$ cat src/rtl/eth_rx_frame_parser.sv
// eth_rx_frame_parser: RX FIFO header parse, DA filter, length/sum status per frame; RX_STATS_EN adds stat_clr, good_cnt, bad_cnt
module eth_rx_frame_parser #(
  parameter logic [47:0] LOCAL_MAC = 48'h002b67b52e46,
  parameter bit PROMISC = 1'b0,
  parameter int MAX_FRAME_BYTES = 1518
) (
  input  logic        clk,
  input  logic        reset,
  input  logic [31:0] ff_rx_data,
  input  logic        ff_rx_dval,
  input  logic        ff_rx_sop,
  input  logic        ff_rx_eop,
  input  logic [1:0]  ff_rx_mod,
  input  logic [5:0]  rx_err,
  output logic        ff_rx_rdy,
  output logic        frame_done,
  output logic        frame_ok,
  output logic [4:0]  frame_status,
  output logic [47:0] rx_dst_mac,
  output logic [47:0] rx_src_mac,
  output logic [15:0] rx_len_type,
  output logic [10:0] rx_payload_len,
  output logic [15:0] rx_payload_sum
`ifdef RX_STATS_EN
  ,
  input  logic        stat_clr,
  output logic [15:0] good_cnt,
  output logic [15:0] bad_cnt
`endif
);
  typedef enum logic [1:0] {IDLE, HDR, PAYLOAD, DROP} state_t;
  localparam logic [11:0] MAX_B = 12'(MAX_FRAME_BYTES);
  state_t state_q, state_d;
  logic [1:0] widx_q, widx_d;
  logic [47:0] da_q, da_d, sa_q, sa_d, w_da, w_sa, r_da, r_sa, da_full;
  logic [15:0] lt_q, lt_d, sum_q, sum_d, w_lt, w_sum, r_lt, r_sum;
  logic [11:0] cnt_q, cnt_d, w_cnt, r_cnt, cnt_b;
  logic err_q, err_d, miss_q, miss_d, long_q, long_d, rdy_q;
  logic w_err, w_miss, w_long, acc, bad, hit;
  logic rep, r_abort, r_runt, r_err, r_miss, r_long;
  logic [4:0] r_status;
  logic [31:0] dw;
  assign acc = ff_rx_dval & rdy_q;
  assign bad = |rx_err;
  assign ff_rx_rdy = rdy_q;
  assign cnt_b = cnt_q + 12'd4;
  assign da_full = {da_q[47:16], ff_rx_data[31:16]};
  assign hit = PROMISC || da_full == LOCAL_MAC || &da_full;
  assign dw = ff_rx_data & (!ff_rx_eop || ff_rx_mod == 2'd0 ? 32'hffffffff :
                            ff_rx_mod == 2'd1 ? 32'hffffff00 :
                            ff_rx_mod == 2'd2 ? 32'hffff0000 : 32'hff000000);
  assign r_status = {r_abort, r_miss, r_err, r_long, r_runt};
  always_comb begin
    w_da = da_q;
    w_sa = sa_q;
    w_lt = lt_q;
    w_sum = sum_q;
    w_err = err_q | bad;
    w_miss = miss_q;
    w_cnt = state_q == DROP ? cnt_q : cnt_b - (ff_rx_eop ? {10'd0, ff_rx_mod} : 12'd0);
    if (state_q == HDR && widx_q == 2'd1) begin
      w_da[15:0] = ff_rx_data[31:16];
      w_sa[47:32] = ff_rx_data[15:0];
      w_miss = !hit;
    end
    if (state_q == HDR && widx_q == 2'd2) w_sa[31:0] = ff_rx_data;
    if (state_q == HDR && widx_q == 2'd3) begin
      w_lt = ff_rx_data[31:16];
      w_sum = sum_q + dw[15:0];
    end
    if (state_q == PAYLOAD) w_sum = sum_q + dw[31:16] + dw[15:0];
    w_long = long_q | (state_q != DROP && w_cnt > MAX_B);
  end
  always_comb begin
    state_d = state_q;
    widx_d = widx_q;
    da_d = da_q;
    sa_d = sa_q;
    lt_d = lt_q;
    cnt_d = cnt_q;
    sum_d = sum_q;
    err_d = err_q;
    miss_d = miss_q;
    long_d = long_q;
    rep = 1'b0;
    r_abort = 1'b0;
    r_runt = 1'b0;
    r_da = w_da;
    r_sa = w_sa;
    r_lt = w_lt;
    r_cnt = w_cnt;
    r_sum = w_sum;
    r_err = w_err;
    r_miss = w_miss;
    r_long = w_long;
    if (acc && state_q != IDLE && !ff_rx_sop) begin
      {da_d, sa_d, lt_d, cnt_d, sum_d} = {w_da, w_sa, w_lt, w_cnt, w_sum};
      {err_d, miss_d, long_d} = {w_err, w_miss, w_long};
      widx_d = widx_q + 2'd1;
      state_d = ff_rx_eop ? IDLE :
                state_q == HDR && widx_q == 2'd3 ? PAYLOAD :
                state_q == PAYLOAD && w_long ? DROP : state_q;
      rep = ff_rx_eop;
      r_runt = (state_q == HDR && widx_q != 2'd3) || w_cnt < 12'd14;
    end
    if (acc && state_q != IDLE && ff_rx_sop) begin
      rep = 1'b1;
      r_abort = 1'b1;
      {r_da, r_sa, r_lt, r_cnt, r_sum} = {da_q, sa_q, lt_q, cnt_q, sum_q};
      {r_err, r_miss, r_long} = {err_q, miss_q, long_q};
    end
    if (acc && ff_rx_sop) begin
      da_d = {ff_rx_data, 16'h0};
      sa_d = 48'h0;
      lt_d = 16'h0;
      cnt_d = 12'd4;
      sum_d = 16'h0;
      err_d = bad;
      miss_d = 1'b0;
      long_d = 1'b0;
      widx_d = 2'd1;
      state_d = ff_rx_eop ? IDLE : HDR;
      if (state_q == IDLE && ff_rx_eop) begin
        rep = 1'b1;
        r_runt = 1'b1;
        {r_da, r_sa, r_lt, r_cnt, r_sum} = {ff_rx_data, 16'h0, 48'h0, 16'h0, 12'd4, 16'h0};
        {r_err, r_miss, r_long} = {bad, 1'b0, 1'b0};
      end
    end
  end
  always_ff @(posedge clk) begin
    if (reset) begin
      state_q <= IDLE;
      widx_q <= 2'd0;
      {da_q, sa_q, lt_q, cnt_q, sum_q} <= '0;
      {err_q, miss_q, long_q, rdy_q} <= '0;
      {frame_done, frame_ok, frame_status} <= '0;
      {rx_dst_mac, rx_src_mac, rx_len_type, rx_payload_len, rx_payload_sum} <= '0;
    end else begin
      state_q <= state_d;
      widx_q <= widx_d;
      {da_q, sa_q, lt_q, cnt_q, sum_q} <= {da_d, sa_d, lt_d, cnt_d, sum_d};
      {err_q, miss_q, long_q} <= {err_d, miss_d, long_d};
      rdy_q <= 1'b1;
      frame_done <= rep;
      if (rep) begin
        frame_ok <= r_status == 5'd0;
        frame_status <= r_status;
        rx_dst_mac <= r_da;
        rx_src_mac <= r_sa;
        rx_len_type <= r_lt;
        rx_payload_len <= r_runt || r_cnt < 12'd14 ? 11'd0 : 11'(r_cnt - 12'd14);
        rx_payload_sum <= r_runt ? 16'h0 : r_sum;
      end
    end
  end
`ifdef RX_STATS_EN
  always_ff @(posedge clk) begin
    if (reset || stat_clr) begin
      good_cnt <= 16'h0;
      bad_cnt <= 16'h0;
    end else if (rep) begin
      if (r_status == 5'd0) good_cnt <= good_cnt + {15'd0, good_cnt != 16'hffff};
      else bad_cnt <= bad_cnt + {15'd0, bad_cnt != 16'hffff};
    end
  end
`endif
endmodule
$ cat config.mk
export PLATFORM = sky130hd
export DESIGN_NAME = eth_rx_frame_parser
export DESIGN_NICKNAME = d
export VERILOG_FILES = /design/src/rtl/eth_rx_frame_parser.sv
export SDC_FILE = /design/constraint.sdc
export NUM_CORES = 1
export LEC_CHECK = 0
export CAP_MARGIN = 5
export CELL_PAD_IN_SITES_DETAIL_PLACEMENT = 1
export CELL_PAD_IN_SITES_GLOBAL_PLACEMENT = 2
export CORE_MARGIN = 3
export CORE_UTILIZATION = 34
export CTS_BUF_LIST = sky130_fd_sc_hd__clkbuf_4 sky130_fd_sc_hd__clkbuf_8
export DETAILED_ROUTE_END_ITERATION = 12
export GPL_ROUTABILITY_DRIVEN = 0
export GPL_TIMING_DRIVEN = 0
export PLACE_DENSITY = 0.84
export SYNTH_ARGS = -nofsm -noshare
export SYNTH_HDL_FRONTEND = slang
export SYNTH_SLANG_ARGS = --single-unit
export TNS_END_PERCENT = 100
$ cat constraint.sdc
create_clock -name clk -period 5.4 [get_ports clk]
set_clock_uncertainty 0.15 [all_clocks]
set_input_delay 0.81 -clock clk [delete_from_list [all_inputs] [get_ports clk]]
set_output_delay 0.81 -clock clk [all_outputs]
set_load 0.005 [all_outputs]
==> metrics.txt <==
status finished clean; Netlist cell types 69; Die ar. 45620 sq um; Worst Tran Pin Value 1091 ps; total gr overflow 0; area delta synth->final 25.67%; CP Launch Type input pin; Crit Path Category input pin to register; Worst R2R Path Depth 12; Seq/Total Area, Yosys 40.17%; Worst Hold Depth 2; number of antenna violations at the first check in global routing 0; CORE AREA 42230 sq um; Crit-path slowest cell clkdlybuf4s50_1; crit-path cells clkdlybuf4s50_1, clkbuf_1, nand2_1, ha_1, ha_1, fa_1, a211oi_2, o21a_1, or3_1, a31oi_1, nor4b_2, nand2_1, and3_1, clkbuf_1, a32o_1; Pins Over Slew Limit 0; Worst R2R End rx_payload_len[0]; CTS buffer count 53; final instance area 18410 sq um; syn nets 1969; CP max stage delay 710 ps; Post-DRT Antenna Nets 0; EDFF count, synth 0; Async SR Flop Fraction 0%; YS warnings 0; PortBufs 186; Worst Path Buf+Inv 3; GRT Overall Usage 26.50%; Synth area leader dfxtp_1; fillers 5135; Max-cap violations 0; First-pass DRT Iterations 5; RSZ-0062 raised after global routing false; most common cell in the synthesized netlist nand2_1; Tot Pwr 5.215 mW; min-delay worst type register to register; # Post-CTS Setup Buffers 0; Area contributors post-synth dfxtp_1, nand2_1, a21oi_1, nor2_1, a221oi_1; CP delay by family, top buffers and inverters; Sw Ratio 27.67%; Hold WS 299.3 ps; reg2reg start cnt_q[1]; HPWL Detailed 45.86 mm; crit-path max FO 10; crit path DAT 5570 ps; die span in y 213.6 um; vias in the first global route 15550; minimum clock period 5166 ps; Clock power frac 45.1%; DP Cell Count 2583; Final Util 43.60%; PostCTS Resize Cnt 2; Post-synth top cells nand2_1, dfxtp_1, nor2_1, a21oi_1, clkbuf_1; Worst-Skew Late Latency 660 ps; leakage power 6.378 nW; Slew headroom 27.25%; clock root buffer master clkbuf_8; Hold EP rx_payload_len[5]; n_diodes 0; layout cells sized above 1 5.613%; logic gate share of total power 11.7%; drt drc 0; Reg power frac 43.2%; Peak Freq 193.6 MHz; post-synth top area share 40.17%; placement row count 75; Nets 2210; post-DR wirelength/cell 22.93 um; Sink Count 294; register bit total from synthesis 294; maximum root-to-sink buffer count 3; final worst-path cycle share 95.66%; global-route wire length before repair 93.07 mm; number of setup violations in the final report 0; Avg Cell Area, Syn 7.885 sq um; Crit path required time 5800 ps; peak supply drop 181.1 uV; PD cells 283.2 nW/um^2; hold bufs inserted after CTS 0; Initial Utilization 34.69%; R2R Setup Slk 1330 ps; drt initial violations 1148; Worst Min Path Start rx_payload_len[5]; Post-Route WL 61.37 mm; Place WS -760.5 ps; Placed Area 17190 sq um; die extent in x 213.6 um; P_int 3.772 mW; Layout Cells excl Fill 2677; Net Switching 1.443 mW; via count 15290; Final Hold Violating Endpoints 0; Synth Flop Type dfxtp_1; H-tree depth 2; PnR worst setup slack 234.4 ps; setup_tns 0 ps; TritonCTS clock tree built; Reg clk slew, reported paths 60 ps; Post-Syn Area 14650 sq um; Gate Count Post-Synth 1858; I/O pin count 192; Worst setup EP type register; Vias per Instance 5.710; largest net degree at the start of global routing 17
-- power groups by stage --
stage               clock network, mW  registers [mW]  logic, mW
floorplan                           0            2.29      0.317
global placement                    0            2.30      0.588
detailed placement                  0            2.30      0.601
CTS                              2.39            2.25      0.605
global route                     2.49            2.26      0.664
finish                           2.35            2.25      0.609
-- per-layer routing --
| layer | GRT usage [%] | wire length (um) | part of all wire (%) | vias to the layer above |
|---|---|---|---|---|
| met2 | 42.61 | 28110 | 46 | 443 |
| met5 | 0 | 0 | 0 | - |
| met3 | 3.965 | 2894 | 4.7 | 112 |
| li1 | - | - | - | 7115 |
| met1 | 36.73 | 28510 | 46 | 7615 |
| met4 | 8.592 | 1863 | 3.0 | 0 |
-- tightest hold or removal path, stage by stage (launching register included) --
cell and delay [ps]:
dfxtp_1 320, nand2_1 40, o21ai_0 50
-- area by class of cell --
class,instances,area (sq um),area share (%)
Sequential cell,294,5886,31.97
Inverter,27,101.3,0.5505
Clock buffer,86,1084,5.885
Buffer,143,548.0,2.977
Timing Repair Buffer,186,1862,10.11
Clock inverter,8,101.3,0.5505
Multi-Input combinational cell,1394,8155,44.29
Tap cell,539,674.4,3.663
-- kinds of logic (layout without fill, tap and decap cells) --
family / count (synthesis) / count (layout) / share of synthesized area (%)
buffers and inverters: 170 / 450 / 4.433
DFF: 294 / 294 / 40.17
AOI/OAI and AO/OA: 479 / 479 / 22.42
adders and majority gates: 66 / 66 / 6.559
xor gates and xnor gates: 36 / 36 / 2.152
and+or+nand+nor: 805 / 805 / 23.72
muxes: 8 / 8 / 0.5466
-- worst max path at each step --
stage                 start                 to  slack (ps)  cells past startpoint
4_1_cts           ff_rx_eop  rx_payload_len[0]          20                     15
2_1_floorplan  ff_rx_mod[0]  rx_payload_sum[9]         940                     17
5_1_grt        ff_rx_mod[0]          sum_q[13]          70                     18
3_5_place_dp      ff_rx_eop  rx_payload_len[3]        -760                     14
3_3_place_gp      ff_rx_eop  rx_payload_len[0]        -670                     15
6_report          ff_rx_eop  rx_payload_len[0]         230                     15
-- flip-flops by register name, summed over array words and instances (netlist names), 2 cells and up --
register        cells
cnt_q              12
lt_q               16
widx_q              2
rx_src_mac         48
rx_payload_sum     16
rx_dst_mac         48
rx_len_type        16
rx_payload_len     11
sum_q              16
frame_status        5
da_q               48
sa_q               48
state_q             2
-- layout by cell type, fill, tap and decap left out, types with 12 or more instances in the layout --
cell type and n:
clkbuf_4 16, nor2b_1 20, xnor2_1 26, nand3_1 19, nor2_1 201, ha_1 48, inv_1 27, and3_1 13
nor3_1 103, dfxtp_1 294, a311oi_1 35, nand2_1 377, a22o_1 12, a21oi_1 170, fa_1 18, a211oi_1 27
a221oi_1 80, o21ai_0 50, clkbuf_1 125, clkbuf_8 70, clkdlybuf4s50_1 186, nand4_1 13, and2_1 17
No activity file was read; power rests on OpenSTA's default activity.
